<file path="config.mk">
export PLATFORM = sky130hd
export DESIGN_NAME = axi_master_burst
export DESIGN_NICKNAME = d
export VERILOG_FILES = /design/src/rtl/axi_master_burst.sv
export SDC_FILE = /design/constraint.sdc
export NUM_CORES = 1
export LEC_CHECK = 0
export CAP_MARGIN = 30
export CORE_AREA = 2 2 124 126
export DETAILED_ROUTE_END_ITERATION = 10
export DIE_AREA = 0 0 126 128
export PLACE_DENSITY = 0.69
export SETUP_SLACK_MARGIN = 0.3
export SYNTH_ARGS = -nofsm -noshare
export SYNTH_HDL_FRONTEND = slang
export SYNTH_SLANG_ARGS = --single-unit
</file>
<file path="constraint.sdc">
create_clock -name ACLK -period 2.6 [get_ports ACLK]
set_clock_uncertainty 0.05 [all_clocks]
set_input_delay 0.26 -clock ACLK [delete_from_list [all_inputs] [get_ports ACLK]]
set_output_delay 0.26 -clock ACLK [all_outputs]
set_load 0.005 [all_outputs]
</file>
<file path="src/rtl/axi_master_burst.sv">
// Single-outstanding AXI4 burst master: one command at a time, AW/W issued together,
// read/write beats streamed through with per-beat backpressure and error detection.
module axi_master_burst #(
  parameter int ID_WIDTH   = 4,
  parameter int ADDR_WIDTH = 32,
  parameter int DATA_WIDTH = 32,
  parameter int LEN_WIDTH  = 8
) (
  input  logic                    ACLK,
  input  logic                    ARESETn,
  input  logic                    cmd_valid,
  output logic                    cmd_ready,
  input  logic                    cmd_write,
  input  logic [ADDR_WIDTH-1:0]   cmd_addr,
  input  logic [LEN_WIDTH-1:0]    cmd_len,
  input  logic [ID_WIDTH-1:0]     cmd_id,
  input  logic                    wr_valid,
  output logic                    wr_ready,
  input  logic [DATA_WIDTH-1:0]   wr_data,
  input  logic [DATA_WIDTH/8-1:0] wr_strb,
  output logic                    rd_valid,
  input  logic                    rd_ready,
  output logic [DATA_WIDTH-1:0]   rd_data,
  output logic                    rd_last,
  output logic                    done_o,
  output logic [1:0]              resp_o,
  output logic                    err_o,
  output logic [ID_WIDTH-1:0]     AWID,
  output logic [ADDR_WIDTH-1:0]   AWADDR,
  output logic [7:0]              AWLEN,
  output logic [2:0]              AWSIZE,
  output logic [1:0]              AWBURST,
  output logic                    AWVALID,
  input  logic                    AWREADY,
  output logic [DATA_WIDTH-1:0]   WDATA,
  output logic [DATA_WIDTH/8-1:0] WSTRB,
  output logic                    WLAST,
  output logic                    WVALID,
  input  logic                    WREADY,
  input  logic [ID_WIDTH-1:0]     BID,
  input  logic [1:0]              BRESP,
  input  logic                    BVALID,
  output logic                    BREADY,
  output logic [ID_WIDTH-1:0]     ARID,
  output logic [ADDR_WIDTH-1:0]   ARADDR,
  output logic [7:0]              ARLEN,
  output logic [2:0]              ARSIZE,
  output logic [1:0]              ARBURST,
  output logic                    ARVALID,
  input  logic                    ARREADY,
  input  logic [ID_WIDTH-1:0]     RID,
  input  logic [DATA_WIDTH-1:0]   RDATA,
  input  logic [1:0]              RRESP,
  input  logic                    RLAST,
  input  logic                    RVALID,
  output logic                    RREADY
);

  localparam logic [2:0] SIZE = 3'($clog2(DATA_WIDTH/8));
  localparam int CW = LEN_WIDTH + 1;

  typedef enum logic [2:0] {S_IDLE, S_WR, S_WRESP, S_RADDR, S_RDATA, S_DONE} state_t;

  state_t                  state, state_nxt;
  logic [ID_WIDTH-1:0]     id_q;
  logic [ADDR_WIDTH-1:0]   addr_q;
  logic [LEN_WIDTH-1:0]    len_q;
  logic [CW-1:0]           cnt;
  logic                    aw_valid_q, ar_valid_q, aw_done, w_done;
  logic [1:0]              resp_acc, resp_nxt, resp_q;
  logic                    err_acc, err_nxt, err_q;
  logic                    accept, aw_hs, w_hs, ar_hs, r_hs, w_active, r_active;
  logic                    len_hit, r_over;

  // EXOKAY counts as OKAY when picking the worst read response
  function automatic logic [1:0] rank(input logic [1:0] r);
    return (r == 2'b01) ? 2'b00 : r;
  endfunction

  assign accept   = (state == S_IDLE) && cmd_valid;
  assign w_active = (state == S_WR) && !w_done;
  assign r_active = (state == S_RDATA);
  assign len_hit  = (cnt == {1'b0, len_q});
  assign r_over   = (cnt > {1'b0, len_q});

  assign cmd_ready = (state == S_IDLE);
  assign AWID    = id_q;
  assign AWADDR  = addr_q;
  assign AWLEN   = 8'(len_q);
  assign AWSIZE  = SIZE;
  assign AWBURST = 2'b01;
  assign AWVALID = aw_valid_q;
  assign ARID    = id_q;
  assign ARADDR  = addr_q;
  assign ARLEN   = 8'(len_q);
  assign ARSIZE  = SIZE;
  assign ARBURST = 2'b01;
  assign ARVALID = ar_valid_q;

  assign WVALID   = w_active && wr_valid;
  assign wr_ready = w_active && WREADY;
  assign WDATA    = wr_data;
  assign WSTRB    = wr_strb;
  assign WLAST    = len_hit;
  assign BREADY   = (state == S_WRESP);

  assign rd_valid = r_active && RVALID;
  assign RREADY   = r_active && rd_ready;
  assign rd_data  = RDATA;
  assign rd_last  = RLAST;

  assign aw_hs = AWVALID && AWREADY;
  assign w_hs  = WVALID && WREADY;
  assign ar_hs = ARVALID && ARREADY;
  assign r_hs  = rd_valid && rd_ready;

  assign done_o = (state == S_DONE);
  assign resp_o = resp_q;
  assign err_o  = err_q;

  always_comb begin
    state_nxt = state;
    resp_nxt  = resp_acc;
    err_nxt   = err_acc;
    case (state)
      S_IDLE: if (cmd_valid) begin
        state_nxt = cmd_write ? S_WR : S_RADDR;
        resp_nxt  = '0;
        err_nxt   = 1'b0;
      end
      // AW and the last W beat may complete in either order or together
      S_WR: if ((aw_done || aw_hs) && (w_done || (w_hs && WLAST)))
        state_nxt = S_WRESP;
      S_WRESP: if (BVALID) begin
        resp_nxt  = BRESP;
        err_nxt   = err_acc | (BID != id_q);
        state_nxt = S_DONE;
      end
      S_RADDR: if (ar_hs) state_nxt = S_RDATA;
      S_RDATA: if (r_hs) begin
        if (rank(RRESP) > rank(resp_acc)) resp_nxt = RRESP;
        err_nxt = err_acc | (RID != id_q) | (RLAST && !len_hit) | (!RLAST && r_over);
        if (RLAST || r_over) state_nxt = S_DONE;
      end
      S_DONE:  state_nxt = S_IDLE;
      default: state_nxt = S_IDLE;
    endcase
  end

  always_ff @(posedge ACLK or negedge ARESETn) begin
    if (!ARESETn) begin
      state      <= S_IDLE;
      id_q       <= '0;
      addr_q     <= '0;
      len_q      <= '0;
      cnt        <= '0;
      aw_valid_q <= 1'b0;
      ar_valid_q <= 1'b0;
      aw_done    <= 1'b0;
      w_done     <= 1'b0;
      resp_acc   <= '0;
      err_acc    <= 1'b0;
      resp_q     <= '0;
      err_q      <= 1'b0;
    end else begin
      state    <= state_nxt;
      resp_acc <= resp_nxt;
      err_acc  <= err_nxt;
      if (state_nxt == S_DONE) begin
        resp_q <= resp_nxt;
        err_q  <= err_nxt;
      end
      if (accept) begin
        id_q       <= cmd_id;
        addr_q     <= cmd_addr;
        len_q      <= cmd_len;
        cnt        <= '0;
        aw_done    <= 1'b0;
        w_done     <= 1'b0;
        aw_valid_q <= cmd_write;
        ar_valid_q <= !cmd_write;
      end else begin
        if (aw_hs) begin
          aw_valid_q <= 1'b0;
          aw_done    <= 1'b1;
        end
        if (ar_hs) ar_valid_q <= 1'b0;
        if (w_hs && WLAST) w_done <= 1'b1;
        if (w_hs || r_hs) cnt <= cnt + 1'b1;
      end
    end
  end

endmodule

</file>
==> results of run 1 <==
==> through the flow <==
step	worst slack, ns	std cells	instance area, um^2	util (%)
after floorplan	0.655	481	4180	-
after global placement	0.492	702	5120	34.5
after detailed placement	0.387	702	5120	34.5
after CTS	0.342	719	5480	36.9
after global routing	0.305	719	5490	36.9
final	0.414	719	5490	36.9
==> worst max-delay path, stage by stage (launching register included) <==
cell	delay [ns]
dfrtp_1	0.53
nor4b_4	0.33
and2_1	0.17
clkdlybuf4s50_1	0.50
==> layer usage <==
metal	GRT usage (%)	wire (um)	vias up
li1	-	-	1502
met1	16.1	4460	1487
met2	20.8	5020	133
met3	5.26	888	33
met4	7.43	325	0
met5	0	0	-
==> timing repair <==
item | in CTS | in global routing
setup endpoints to repair | 1 | 3
setup buffers | 1 | 0
gates resized for setup | 5 | 2
==> layout make-up <==
cell class                      instances  area (um^2)  share of cell area, %
Inverter                               17         63.8                   1.16
Timing Repair Buffer                  174         1730                   31.4
Sequential cell                        66         1660                   30.2
Clock inverter                          5          103                   1.87
Tap cell                              188          235                   4.29
Multi-Input combinational cell        258         1470                   26.8
Clock buffer                           11          233                   4.24
==> logic make-up after synthesis <==
kind of cell	Yosys count	synth area share (%)
other	2	0.181
DFF	66	39.8
AOI/OAI and AO/OA	42	7.46
buffers and inverters	157	26.0
adders and majority gates	11	3.32
and+or+nand+nor	178	19.5
xor gates and xnor gates	13	2.75
muxes	4	0.966
==> power by group through the flow <==
stage	Clock (uW)	Combinational [uW]	Sequential [uW]
floorplan	0	1440	1800
global placement	0	2530	1880
detailed placement	0	2580	1910
CTS	1420	2650	1890
global route	1460	2870	1960
finish	1370	2600	1880
==> sequential cells by signal, summed over array words and instances (netlist names) <==
name	count
err_acc	1
cnt	9
resp_acc	2
aw_done	1
state	3
w_done	1
ARID	4
ARLEN	8
err_o	1
AWVALID	1
ARADDR	32
ARVALID	1
resp_o	2
==> Yosys cell counts, types with 2 or more instances <==
cell and n:
and3_1 4, nand3_1 4, nor2b_1 2, o21ai_1 10
nand2_1 132, a21oi_1 4, xor2_1 12, conb_1 2
a21o_1 3, o211ai_1 2, dfrtp_1 66, a31oi_1 3
a222oi_1 2, buf_4 125, ha_1 11, nand2b_1 2
nand4_1 3, o221ai_1 2, and2_1 5, o31ai_1 2
nor3b_1 2, clkbuf_1 6, inv_1 16, nor2_1 11
nand3b_1 2, buf_2 8, mux2i_1 4
==> worst max-delay path by stage <==
stage | start | endpoint | slack [ns]
4_1_cts | state[1] | WVALID | 0.34
3_3_place_gp | RRESP[1] | resp_o[1] | 0.49
2_1_floorplan | ARLEN[6] | state[0] | 0.66
3_5_place_dp | RRESP[1] | resp_o[0] | 0.39
5_1_grt | state[0] | wr_ready | 0.30
6_report | state[0] | WVALID | 0.41
==> flow_summary.yaml, run 1 <==
routing:
  drc: 0
  wirelength_mm: 10.7
  drtIter0Drc: 96
  ant_nets: 0
  vias_per_cell: 4.39
  wl_per_cell_um: 14.9
  num_vias: 3155
  firstDrtPassIters: 4
timing:
  hold_viol: 6
  worst_pin_slew_ns: 0.857
  final.period_utilization_pct: 84.1
  hold_slack_ns: -0.0113
  maxSlewHeadroom_pct: 42.8
  tns_ns: 0
  fin_crit_ns: 2.19
  max_clock_freq_ghz: 0.457
  drv_slew: 0
  rsz0062_at_grt: "no"
  setup_viol: 0
cells_and_area:
  finalNetCount: 673
  layout_commonest_cell: "clkdlybuf4s50_1"
  final_layout_size_suffix_gt1_share_pct: 7.16
  area_growth_pct: 32.4
  n_fill_cell: 1499
  final_cell_mix: "clkdlybuf4s50_1, nand2_1, dfrtp_1, inv_1, xor2_1"
  diodes: 0
synth:
  synth_seq_cells: 66
  syn_inst: 473
  yosysSeqAreaShare_pct: 39.8
  yosys.area.top_type: "dfrtp_1"
  synth_top_cell_area_share_pct: 39.8
  synth_edf_count: 0
  syn_area_per_cell_um2: 8.76
  yosys_warnings: 0
  synth_flop_cell: "dfrtp_1"
  async_flop_share_pct: 100
  yosys-top-cells-area: "dfrtp_1, buf_4, nand2_1, ha_1, xor2_1"
  syn_area_um2: 4150
  yosysUniqueCellTypes: 55
pwr:
  peakVddDrop_uv: 362
  sw_frac_of_total_pct: 31.8
  p_per_area_nw_per_um2: 1070
  clock_power_share_pct: 23.4
  leakage_uw: 0.00251
  seqPwrFrac_pct: 32.2
  total_power_uw: 5850
  intPower_uw: 3990
  power.switching_uw: 1860
  share_comb_of_total_power_pct: 44.4
worst_setup_path:
  r2r_end: "state[0]"
  timing.rr.start: "ARLEN[6]"
  setup.worst_path.end_class: "output port"
  required_ns: 2.29
  reg2reg_depth: 7
  path_max_fanout: 12
  path_class: "reg -> out"
  r2r_setup_slack_ns: 0.47
  cp-start-kind: "flop"
  cp.arrival_ns: 1.88
placed_design:
  place.gp.congestion: 0.807
  hpwl_mm: 8.08
  portBuffers: 169
cts:
  cts_buffers: 9
  clk_path_buf_depth: 2
  insertion_delay_ns: 0.34
  clock_sinks: 66
  h-tree-depth: 3
  cts-hold-fix-buffers: 0
  cts_root_buf: "clkbuf_16"
  cts_tree: "built"
  path_clk_slew_ns: 0.05
die:
  dieArea_um2: 16100
  die_w_um: 126
  row_count: 45
  start_util_pct: 27.9
  die_h_um: 128
  io_pins: 316
  core_um2: 14900
global_routing:
  grt_pass1_vias: 3226
  grt_max_degree: 67
  grt_overflow: 0
  grt_usage_pct: 13.5
  antenna_found_initial: 0
  grt_pass1_wl_mm: 17.0
flow_run:
  maxCapViolCount: 0
min_path:
  min_path_type: "in -> async"
run_status:
  outcome: "complete, but fails checks"
  violations: "hold timing"
No activity file was read; power rests on OpenSTA's default activity.
==> run 2: changes to the inputs <==
clock period = 2.13 ns   (was 2.6 ns; I/O delays follow)
==> run 2 against run 1 <==
Against the previous run:
- the run now ends clean
- sequential power up 19%
- non-clock buffer count rose by 36
- critical path depth up 5
- routed wire length is 6.2% higher
- final cell count rose by 5.0%
- sequential share of layout area decreased by 2.1 points
- utilization rose by 2.7 points
- count of clock-buffer cells in the layout rose by 1
- critical path type is now reg -> reg
- largest cell class unchanged
- highest routed layer unchanged
==> flow_summary.yaml, run 2 (same netlist as run 1, synthesis figures left out) <==
timing:
  setup_viol: 0
  maxSlewHeadroom_pct: 43.0
  rsz0062_at_grt: "yes"
  final.period_utilization_pct: 93.7
  hold_viol: 0
  worst_pin_slew_ns: 0.854
  setup_ws_ns: 0.133
  drv_slew: 0
  max_clock_freq_ghz: 0.501
  hold_slack_ns: 0.350
  fin_crit_ns: 2.00
routing:
  wl_per_cell_um: 15.0
  wirelength_mm: 11.4
  vias_per_cell: 4.41
  drc: 0
  firstDrtPassIters: 6
  drtIter0Drc: 125
  num_vias: 3330
  ant_nets: 0
die:
  io_pins: 316
  start_util_pct: 27.9
  die_h_um: 128
  core_um2: 14900
  die_w_um: 126
  dieArea_um2: 16100
  row_count: 45
run_status:
  outcome: "completed"
cells_and_area:
  final_cell_area_um2: 5890
  regArea_um2: 1660
  multi_input_area_um2: 1600
  diodes: 0
  final_cell_mix: "clkdlybuf4s50_1, nand2_1, dfrtp_1, buf_4, xor2_1"
  layout_commonest_cell: "clkdlybuf4s50_1"
  n_fill_cell: 1470
  final_layout_size_suffix_gt1_share_pct: 17.1
  largest_reg_flops: 32
  finalNetCount: 709
  area_growth_pct: 42.2
min_path:
  min_path_type: "in -> reg"
worst_setup_path:
  cp.arrival_ns: 2.20
  r2r_end: "resp_o[1]"
  r2r_setup_slack_ns: 0.13
  crit_chain: "inv_2 -> ha_4 -> and4b_1 -> buf_4 -> nand2_2 -> o221a_4 -> o31ai_4 -> mux2i_1"
  required_ns: 2.33
  cp-start-kind: "flop"
  startpoint: "ARLEN[5]"
  path_class: "reg -> reg"
  path_max_fanout: 3
  crit_path_top_delay_cell: "dfrtp_1"
  reg2reg_depth: 8
  critPathMaxStageDelay_ns: 0.37
  timing.rr.start: "ARLEN[5]"
  crit_end: "resp_o[1]"
  setup.worst_path.end_class: "flop"
pwr:
  leakage_uw: 0.00272
  power.switching_uw: 2450
  p_per_area_nw_per_um2: 1270
  sw_frac_of_total_pct: 32.7
  seqPwrFrac_pct: 30.0
  clock_power_share_pct: 20.2
  share_comb_of_total_power_pct: 49.8
  peakVddDrop_uv: 544
  intPower_uw: 5040
global_routing:
  grt_pass1_wl_mm: 17.7
  grt_usage_pct: 14.1
  grt_overflow: 0
  grt_pass1_vias: 3365
  grt_max_degree: 67
  antenna_found_initial: 0
placed_design:
  portBuffers: 169
  hpwl_mm: 8.31
  place.gp.congestion: 0.825
  postPlaceCellArea_um2: 5200
  pre_cts_slack_ns: -0.00984
cts:
  path_clk_slew_ns: 0.06
  cts_buffers: 9
  insertion_delay_ns: 0.33
  clk_path_buf_depth: 2
  cts_tree: "built"
  h-tree-depth: 3
  clock_sinks: 66
  cts_root_buf: "clkbuf_16"
flow_run:
  maxCapViolCount: 0
run 2: cell types whose count changed in the layout (fill, tap and decap cells not counted), sizes merged:
cell | previous run | this run
bufinv | 3 | 1
dlymetal6s2s | 0 | 1
buf | 6 | 43
dlygate4sd2 | 1 | 4
dlygate4sd3 | 0 | 1
clkdlybuf4s50 | 167 | 160
clkinvlp | 1 | 2
clkbuf | 11 | 13
run 2: power groups by stage:
stage	clock network, uW	logic (uW)	registers, uW
after floorplan	0	1790	2200
after global placement	0	3210	2260
after detailed placement	0	3260	2300
after CTS	1570	3610	2250
after global routing	1630	4100	2320
final	1520	3730	2240
run 2: worst min path at each step:
stage,slack (ns),startpoint,end,cells after the start
floorplan,-0.13,ARESETn,ARADDR[0],0
global route,0.35,cmd_addr[31],ARADDR[31],3
global placement,0.34,ARESETn,ARLEN[2],1
finish,0.35,cmd_id[2],ARID[2],3
detailed placement,0.34,ARESETn,ARLEN[2],1
CTS,0.33,cmd_id[2],ARID[2],3
run 2: worst max-delay path, delay by kind of cell (launching register included):
| kind | cells | cell delay (ns) |
|---|---|---|
| buffers and inverters | 2 | 0.19 |
| flip-flops | 1 | 0.37 |
| AND/OR/NAND/NOR | 2 | 0.26 |
| AO/OA/AOI/OAI | 2 | 0.56 |
| adder cells (fa/ha/maj) | 1 | 0.27 |
| multiplexers | 1 | 0.22 |
run 2: cell type report:
| cell class | instances | area share (%) |
|---|---|---|
| repair buffers | 210 | 34.4 |
| clock inverters | 4 | 0.849 |
| well taps | 188 | 3.99 |
| clock buffers | 12 | 4.35 |
| inverters | 17 | 1.08 |
| flip-flops and latches | 66 | 28.1 |
| multi-input cells | 258 | 27.2 |
run 2: metal layers:
layer,track usage [%],share of wire [%]
met5,0,0
met4,6.79,2.6
met2,22.8,48
met3,5.47,7.9
met1,16.5,41
run 2: stage by stage:
stage	setup TNS (ns)	std cells	total power, uW	utilization [%]
final	0	755	7490	39.7
after global routing	0	755	8050	39.7
after CTS	0	746	7430	38.9
after detailed placement	-0.00984	706	5560	35.0
after global placement	0	706	5470	35.0
after floorplan	0	481	4000	-
run 2: timing repair:
item	4_1_cts	5_1_grt
hold endpoints to repair	64	0
gates resized for setup	35	16
hold buffers	1	0
buffers inserted	23	9
gates cloned	0	0
pin swaps	12	15
endpoints found under the setup margin	57	50
==> run 3: changes to the inputs <==
TNS_END_PERCENT = 1   (was default)
==> run 3 against run 2 <==
Against the previous run:
- flip-flop and latch count unchanged
- register-to-register slack improved by 0.02 ns
- global-route usage about the same
- design area decreased by 2.2%
- via count shrank 1.6%
- worst hold slack better by 0.0064 ns
- total power decreased by 1.9%
- highest routed layer unchanged
==> flow_summary.yaml, run 3 (same netlist as run 1, synthesis figures left out) <==
run_status:
  outcome: "completed"
pwr:
  peakVddDrop_uv: 477
  p_per_area_nw_per_um2: 1270
  intPower_uw: 4950
  sw_frac_of_total_pct: 32.6
  power.switching_uw: 2400
  leakage_uw: 0.00266
  share_comb_of_total_power_pct: 49.0
  seqPwrFrac_pct: 30.3
  clock_power_share_pct: 20.7
timing:
  drv_slew: 0
  rsz0062_at_grt: "yes"
  hold_viol: 0
  maxSlewHeadroom_pct: 42.2
  final.period_utilization_pct: 93.0
  setup_ws_ns: 0.150
  worst_pin_slew_ns: 0.867
  fin_crit_ns: 1.98
  setup_viol: 0
  max_clock_freq_ghz: 0.505
worst_setup_path:
  path_max_fanout: 3
  path_class: "reg -> reg"
  required_ns: 2.33
  cp-start-kind: "flop"
  reg2reg_depth: 8
  setup.worst_path.end_class: "flop"
  cp.arrival_ns: 2.18
placed_design:
  postPlaceCellArea_um2: 5190
  hpwl_mm: 8.18
  pre_cts_slack_ns: -0.119
  place.gp.congestion: 0.769
  portBuffers: 169
routing:
  wl_per_cell_um: 15.0
  vias_per_cell: 4.38
  wirelength_mm: 11.2
  drc: 0
  num_vias: 3276
  ant_nets: 0
  drtIter0Drc: 175
  firstDrtPassIters: 5
global_routing:
  grt_pass1_wl_mm: 17.9
  grt_pass1_vias: 3423
  antenna_found_initial: 0
  grt_usage_pct: 14.1
  grt_max_degree: 67
  grt_overflow: 0
cts:
  clock_sinks: 66
  cts_buffers: 9
  insertion_delay_ns: 0.34
  cts_tree: "built"
  h-tree-depth: 3
  cts_root_buf: "clkbuf_16"
  clk_path_buf_depth: 2
  path_clk_slew_ns: 0.06
die:
  die_w_um: 126
  core_um2: 14900
  row_count: 45
  dieArea_um2: 16100
  start_util_pct: 27.9
  io_pins: 316
  die_h_um: 128
cells_and_area:
  final_layout_size_suffix_gt1_share_pct: 13.4
  final_cell_mix: "clkdlybuf4s50_1, nand2_1, dfrtp_1, buf_4, inv_1"
  regArea_um2: 1660
  final_cell_area_um2: 5770
  largest_reg_flops: 32
  multi_input_area_um2: 1560
  finalNetCount: 702
  n_fill_cell: 1509
  diodes: 0
  area_growth_pct: 39.1
  layout_commonest_cell: "clkdlybuf4s50_1"
min_path:
  holdPathStages: 3
  min_path_type: "in -> reg"
flow_run:
  maxCapViolCount: 0
[run 3: power groups by stage]
stage / logic (uW) / registers (uW) / clock network [uW]
finish: 3600 / 2230 / 1520
global placement: 3210 / 2230 / 0
floorplan: 1770 / 2190 / 0
global route: 3970 / 2310 / 1630
detailed placement: 3250 / 2270 / 0
CTS: 3590 / 2230 / 1570
[run 3: area by class of cell]
cell class              count  area share (%)
clock buffers              12            4.45
clock inverters             4           0.868
inverters                  17            1.11
multi-input cells         258            27.0
flip-flops and latches     66            28.7
well taps                 188            4.08
repair buffers            203            33.8
[run 3: worst max-delay path: stages (launching register included)]
cell     delay, ns
dfrtp_1       0.34
inv_1         0.08
ha_4          0.27
and4b_1       0.23
buf_4         0.11
nand2_1       0.05
o221a_4       0.28
o31ai_4       0.24
mux2i_1       0.24
[run 3: repair_timing]
action | CTS | global route
endpoints found under the setup margin | 24 | 59
resized for setup | 21 | 1
pin swaps | 8 | 0
hold endpoints to repair | 66 | 0
gates cloned | 1 | 0
hold buffers | 1 | 0
setup buffers | 19 | 2
[run 3: worst paths after layout]
| kind | startpoint | end | slack (ns) |
|---|---|---|---|
| setup / recovery | ARLEN[5] | resp_o[0] | 0.15 |
| hold / removal | cmd_addr[22] | ARADDR[22] | 0.36 |
| setup reg to reg | ARLEN[5] | resp_o[0] | 0.15 |
| hold reg to reg | ARADDR[9] | ARADDR[9] | 0.45 |
| max in group asynchronous | ARESETn | state[1] | 0.93 |
| min in group asynchronous | ARESETn | ARLEN[2] | 0.48 |
[run 3: layer usage]
layer,track usage (%),part of all wire (%),vias to the layer above
li1,-,-,1558
met1,17.1,42,1550
met2,22.1,47,137
met3,4.80,7.7,31
met4,8.02,3.0,0
met5,0,0,-
[run 3: through the flow]
stage	instances	util (%)	total power, uW	hold WS (ns)	setup TNS [ns]
finish	748	38.8	7350	0.357	0
detailed placement	709	34.9	5510	0.339	-0.302
global placement	709	34.9	5430	0.324	0
global route	748	38.8	7910	0.349	0
floorplan	481	-	3970	-0.133	0
CTS	746	38.7	7400	0.341	0
